## src/rtl/multicycle_controller.sv

```systemverilog
// Multicycle RV32 subset control unit.
// Sequences one instruction at a time through fetch, decode and an execute
// path. The Illegal output flags an unsupported encoding for one cycle.
//
// Ports:
//   clk, rst_n               clock and asynchronous active-low reset
//   op, funct3, funct7b5     instruction fields
//   Zero, Lt, Ltu            ALU compare flags
//   mem_ready                memory access completes this cycle
//   PCWrite .. ALUControl    datapath controls
//   Illegal                  one-cycle pulse on an unsupported instruction
//
// state    | meaning
// ---------+------------------------------------------------------
// FETCH    | read instruction, PC <= PC+4 once memory is ready
// DECODE   | read registers, compute branch target, pick path
// MEMADR   | compute load/store address
// MEMREAD  | wait for load data
// MEMWB    | write load data to register file
// MEMWRITE | hold store request until memory is ready
// EXECR    | register-register ALU op
// EXECI    | register-immediate ALU op
// ALUWB    | write ALU result to register file
// JAL      | PC <= target, compute link address
// BRANCH   | compare operands, conditionally update PC
module multicycle_controller #(
   parameter int MEM_HANDSHAKE = 1,
   parameter int BRANCH_FULL   = 1
) (
   input  logic       clk,
   input  logic       rst_n,
   input  logic [6:0] op,
   input  logic [2:0] funct3,
   input  logic       funct7b5,
   input  logic       Zero,
   input  logic       Lt,
   input  logic       Ltu,
   input  logic       mem_ready,
   output logic       PCWrite,
   output logic       IRWrite,
   output logic       MemWrite,
   output logic       RegWrite,
   output logic       AdrSrc,
   output logic [1:0] ResultSrc,
   output logic [1:0] ALUSrcA,
   output logic [1:0] ALUSrcB,
   output logic [1:0] ImmSrc,
   output logic [2:0] ALUControl,
   output logic       Illegal
);

   typedef enum logic [3:0] {
      S_FETCH, S_DECODE, S_MEMADR, S_MEMREAD, S_MEMWB, S_MEMWRITE,
      S_EXECR, S_EXECI, S_ALUWB, S_JAL, S_BRANCH
   } state_t;

   localparam logic [6:0] OP_LOAD   = 7'b0000011;
   localparam logic [6:0] OP_STORE  = 7'b0100011;
   localparam logic [6:0] OP_R      = 7'b0110011;
   localparam logic [6:0] OP_I      = 7'b0010011;
   localparam logic [6:0] OP_JAL    = 7'b1101111;
   localparam logic [6:0] OP_BRANCH = 7'b1100011;

   localparam logic [2:0] ALU_ADD = 3'b000;
   localparam logic [2:0] ALU_SUB = 3'b001;
   localparam logic [2:0] ALU_AND = 3'b010;
   localparam logic [2:0] ALU_OR  = 3'b011;
   localparam logic [2:0] ALU_XOR = 3'b100;
   localparam logic [2:0] ALU_SLT = 3'b101;

   state_t     state_q, state_d;
   state_t     dec_state;
   logic       dec_illegal;
   logic       mem_rdy;
   logic       taken;
   logic [2:0] alu_fn;
   logic       pc_wr, ir_wr, mem_wr, reg_wr, illegal_raw;

   assign mem_rdy = (MEM_HANDSHAKE != 0) ? mem_ready : 1'b1;

   always_ff @(posedge clk or negedge rst_n) begin
      if (!rst_n) state_q <= S_FETCH;
      else        state_q <= state_d;
   end

   always_comb begin
      dec_state   = S_FETCH;
      dec_illegal = 1'b0;
      case (op)
         OP_LOAD, OP_STORE: dec_state = S_MEMADR;
         OP_R: begin
            if (funct3 inside {3'b001, 3'b011, 3'b101}) dec_illegal = 1'b1;
            else                                        dec_state   = S_EXECR;
         end
         OP_I: begin
            if (funct3 inside {3'b001, 3'b011, 3'b101}) dec_illegal = 1'b1;
            else                                        dec_state   = S_EXECI;
         end
         OP_JAL: dec_state = S_JAL;
         OP_BRANCH: begin
            if ((funct3 inside {3'b010, 3'b011}) || ((BRANCH_FULL == 0) && funct3[2]))
               dec_illegal = 1'b1;
            else
               dec_state = S_BRANCH;
         end
         default: dec_illegal = 1'b1;
      endcase
   end

   // op[5] separates R-type from I-type, so addi never turns into sub.
   always_comb begin
      alu_fn = ALU_ADD;
      case (funct3)
         3'b000:  alu_fn = (op[5] & funct7b5) ? ALU_SUB : ALU_ADD;
         3'b010:  alu_fn = ALU_SLT;
         3'b100:  alu_fn = ALU_XOR;
         3'b110:  alu_fn = ALU_OR;
         3'b111:  alu_fn = ALU_AND;
         default: alu_fn = ALU_ADD;
      endcase
   end

   always_comb begin
      taken = 1'b0;
      case (funct3)
         3'b000:  taken = Zero;
         3'b001:  taken = ~Zero;
         3'b100:  taken = Lt;
         3'b101:  taken = ~Lt;
         3'b110:  taken = Ltu;
         3'b111:  taken = ~Ltu;
         default: taken = 1'b0;
      endcase
   end

   always_comb begin
      state_d     = state_q;
      pc_wr       = 1'b0;
      ir_wr       = 1'b0;
      mem_wr      = 1'b0;
      reg_wr      = 1'b0;
      illegal_raw = 1'b0;
      AdrSrc      = 1'b0;
      ResultSrc   = 2'b00;
      ALUSrcA     = 2'b00;
      ALUSrcB     = 2'b00;
      ImmSrc      = 2'b00;
      ALUControl  = ALU_ADD;
      case (state_q)
         S_FETCH: begin
            ALUSrcB   = 2'b10;
            ResultSrc = 2'b10;
            if (mem_rdy) begin
               pc_wr   = 1'b1;
               ir_wr   = 1'b1;
               state_d = S_DECODE;
            end
         end
         S_DECODE: begin
            ALUSrcA     = 2'b01;
            ALUSrcB     = 2'b01;
            ImmSrc      = 2'b10;
            illegal_raw = dec_illegal;
            state_d     = dec_state;
         end
         S_MEMADR: begin
            ALUSrcA = 2'b10;
            ALUSrcB = 2'b01;
            ImmSrc  = op[5] ? 2'b01 : 2'b00;
            state_d = op[5] ? S_MEMWRITE : S_MEMREAD;
         end
         S_MEMREAD: begin
            AdrSrc = 1'b1;
            if (mem_rdy) state_d = S_MEMWB;
         end
         S_MEMWB: begin
            ResultSrc = 2'b01;
            reg_wr    = 1'b1;
            state_d   = S_FETCH;
         end
         S_MEMWRITE: begin
            AdrSrc = 1'b1;
            mem_wr = 1'b1;
            if (mem_rdy) state_d = S_FETCH;
         end
         S_EXECR: begin
            ALUSrcA    = 2'b10;
            ALUControl = alu_fn;
            state_d    = S_ALUWB;
         end
         S_EXECI: begin
            ALUSrcA    = 2'b10;
            ALUSrcB    = 2'b01;
            ALUControl = alu_fn;
            state_d    = S_ALUWB;
         end
         S_ALUWB: begin
            reg_wr  = 1'b1;
            state_d = S_FETCH;
         end
         S_JAL: begin
            ALUSrcA = 2'b01;
            ALUSrcB = 2'b10;
            pc_wr   = 1'b1;
            state_d = S_ALUWB;
         end
         S_BRANCH: begin
            ALUSrcA    = 2'b10;
            ALUControl = ALU_SUB;
            pc_wr      = taken;
            state_d    = S_FETCH;
         end
         default: state_d = S_FETCH;
      endcase
   end

   // Write enables are masked by reset so FETCH cannot commit while held.
   assign PCWrite  = pc_wr & rst_n;
   assign IRWrite  = ir_wr & rst_n;
   assign MemWrite = mem_wr & rst_n;
   assign RegWrite = reg_wr & rst_n;
   assign Illegal  = illegal_raw & rst_n;

endmodule

```

## config.mk

```make
export PLATFORM = sky130hd
export DESIGN_NAME = multicycle_controller
export DESIGN_NICKNAME = d
export VERILOG_FILES = /design/src/rtl/multicycle_controller.sv
export SDC_FILE = /design/constraint.sdc
export NUM_CORES = 1
export LEC_CHECK = 0
export BUFFER_PORTS_ARGS = -buffer_cell sky130_fd_sc_hd__buf_2
export CORE_MARGIN = 2
export CORE_UTILIZATION = 40
export DETAILED_ROUTE_END_ITERATION = 10
export GPL_TIMING_DRIVEN = 0
export PLACE_DENSITY = 0.75
export SYNTH_ARGS = -nofsm -noshare
export SYNTH_HDL_FRONTEND = slang
export SYNTH_SLANG_ARGS = --single-unit
export TNS_END_PERCENT = 20
```

## constraint.sdc

```tcl
create_clock -name clk -period 1.3 [get_ports clk]
set_input_delay 0 -clock clk [delete_from_list [all_inputs] [get_ports clk]]
set_output_delay 0 -clock clk [all_outputs]
set_load 0.02 [all_outputs]
```

==> metrics <==
status complete, but fails checks; failing checks setup timing; P_leak 0.516 nW; top post-synthesis cells by area dfrtp_1 15%, xnor2_1 6.6%, nand2_1 6.2%; fraction of layout instances using a drive strength above 1 52.8%; GR Overflow Total 0; max-cap viol count 0; Clock Tree Buf Depth 2; die width 44.8 um; peak fanout along the critical path 2; FFs w/ async S/R, synth 100%; largest registers state_q: 4 flops; RSZ-0062 raised after global routing true; Final TNS setup -3.04 ns; Slew Viols, Final 0; Core Region 1540 um^2; min cycle time layout around 1.7 ns; final core occ 74.8%; power per cell area slightly above 500 nW/um^2; register bit total from synthesis 4; Hold Path Class input pin to flip-flop; GRT Util Overall about 22%; share of the synthesized area in the top cell type between 10% and 20%; fin cells 158; EDFF count, synth 0; Avg Cell Area, Syn 6.79 um^2; pre-CTS setup slack -0.238 ns; io pins 34; Top reg by flops state_q; antenna viol nets, final 0; Root Buffer clkbuf_4; max FFs per register 4; wirelength, routed 2.30 mm; Nets approximately 160; kind of end point of the critical path output port; required time worst endpoint 1.30 ns; Hold Vio Cnt, Final 0; dominant synthesized flop cell dfrtp_1; Yosys Warn Count 0; Num Clock Sinks 4; Inst Count DP 146; First-pass DRT Iterations 4; largest net degree at the start of global routing 11; Worst-path clk slew 0.04 ns; Syn Inst Count 98; Rows 14; initial antenna violation count 0; Skew-Pair Late Insertion Delay roughly 0.25 ns; H-tree depth 1; Via Count 917; VDD IR-drop max 0.000344 V; DIE HEIGHT 44.8 um; fin crit share 128%; Yosys top cell by area dfrtp_1; Port-buffer cells 32; Final setup viols 20; Final HPWL DP 1.41 mm; Setup crit start kind flip-flop; Distinct cells, synth 38; Highest Clock Rate about 600 MHz; syn nets 115; Mapped Area roughly 670 um^2; post-synthesis sequential area ratio 15.0%; critical path arrival approximately 1.7 ns; routability cong. between 0.8 and 0.9; relative slew slack 70.9%; initial core utilization a little over two fifths; Area growth syn-to-layout 73.3%; Via density 5.80; worst-margin pin slew 0.433 ns; vias in the first global route around 790; area of the die ~2000 um^2; Antenna Cells 0; Setup CP Type flip-flop to output port; clk_skew between 0.01 and 0.015 ns; routed len/inst 14.5 um; Worst Slack Setup Final -0.360 ns; DRC 0; TritonCTS clock tree done; first-pass GRT wire length 3.28 mm; CTS buffer count 3; initial drt markers 27
==> final timing paths <==
| path | startpoint | endpoint | slack (ns) | cells after the start |
|---|---|---|---|---|
| max | state_q[0]$_DFFE_PN0P_ | PCWrite | -0.36 | 5 |
| min | op[4] | state_q[2]$_DFFE_PN0P_ | 0.1 | 3 |
| max reg2reg | state_q[0]$_DFFE_PN0P_ | state_q[2]$_DFFE_PN0P_ | -0.20 | 6 |
| min reg2reg | state_q[1]$_DFFE_PN0P_ | state_q[2]$_DFFE_PN0P_ | 0.68 | 4 |
| max in group asynchronous | rst_n | state_q[0]$_DFFE_PN0P_ | 0.90 | 2 |
| min in group asynchronous | rst_n | state_q[3]$_DFFE_PN0P_ | 0.18 | 2 |
==> cells by family after synthesis <==
group	synth area share, %
AND/OR/NAND/NOR	39.1
AO/OA/AOI/OAI	28.4
buffers and inverters	8.08
XOR/XNOR	7.89
flip-flops	15.0
multiplexers	1.50
==> layout make-up <==
cell class                 count  area, um^2
buffer                         6        77.6
tap                           16        20.0
inverter                       7        26.3
sequential                     4         104
timing repair buffer          41         293
multi-input combinational     81         611
fill                         109         388
clock buffer                   3        22.5
==> metal layers <==
| layer | GRT usage (%) | vias up | wire (um) |
|---|---|---|---|
| li1 | - | 444 | - |
| met3 | 4.40 | 8 | 163 |
| met1 | 26.8 | 411 | 924 |
| met2 | 36.2 | 54 | 1140 |
| met4 | 14.1 | 0 | 67 |
| met5 | 0 | - | 0 |
==> per-stage QoR <==
stage | total power, W | area (um^2) | hold slack (ns)
final | 0.000581 | 1150 | 0.0966
after global routing | 0.000619 | 1150 | 0.102
after CTS | 0.000517 | 1010 | 0.0932
after detailed placement | 0.000343 | 861 | -0.169
after global placement | 0.000339 | 861 | -0.166
after floorplan | 0.000269 | 681 | -0.296
==> cells in the mapped netlist (all sizes together), types with 3 or more instances <==
cell,instances
a211oi,3
a21oi,6
buf,4
dfrtp,4
inv,7
nand2,11
nand2b,3
nand3b,3
nor2,11
nor3,8
o21ai,6
or3,3
xnor2,5
==> power breakdown <==
| group | switching [W] | total (W) | leakage [nW] | internal, W |
|---|---|---|---|---|
| clock network | 0.0000587 | 0.000163 | 0.0138 | 0.000104 |
| registers | 0.00000351 | 0.000132 | 0.0496 | 0.000129 |
| logic | 0.000154 | 0.000286 | 0.453 | 0.000133 |
| total | 0.000216 | 0.000581 | 0.516 | 0.000365 |
==> cell usage in the layout, fill, tap and decap left out, types with 2 or more instances in the layout <==
master     count
a21oi_2        4
buf_2         20
a211oi_1       2
nor2_1         9
nand4_1        2
nand2_1        9
nand2_2        2
o21ai_1        2
nand2b_2       2
buf_8          2
nand3b_1       3
nor3_1         3
inv_1          7
xnor2_1        4
o21ai_0        4
dfrtp_2        3
clkbuf_4       3
nand3_1        2
nor3_2         4
buf_4         16
clkbuf_16      2
or3_1          2
a21oi_1        2
buf_6          5
==> repair_timing <==
action                                 in CTS  in global routing
setup buffers                               4                  3
hold buffers                                1                  0
setup endpoints to repair                  18                 20
cloned                                      0                  1
resized for setup                          28                 22
pin swaps                                   8                  5
endpoints found under the hold margin       4                  0
==> worst max-delay path, cell delays in order, from the launching register on <==
cell	delay, ns
dfrtp_2	0.40
or3b_1	0.39
a211oi_2	0.29
a211oi_1	0.09
nor2_2	0.11
buf_4	0.14
Power figures use the tool's default switching activity.
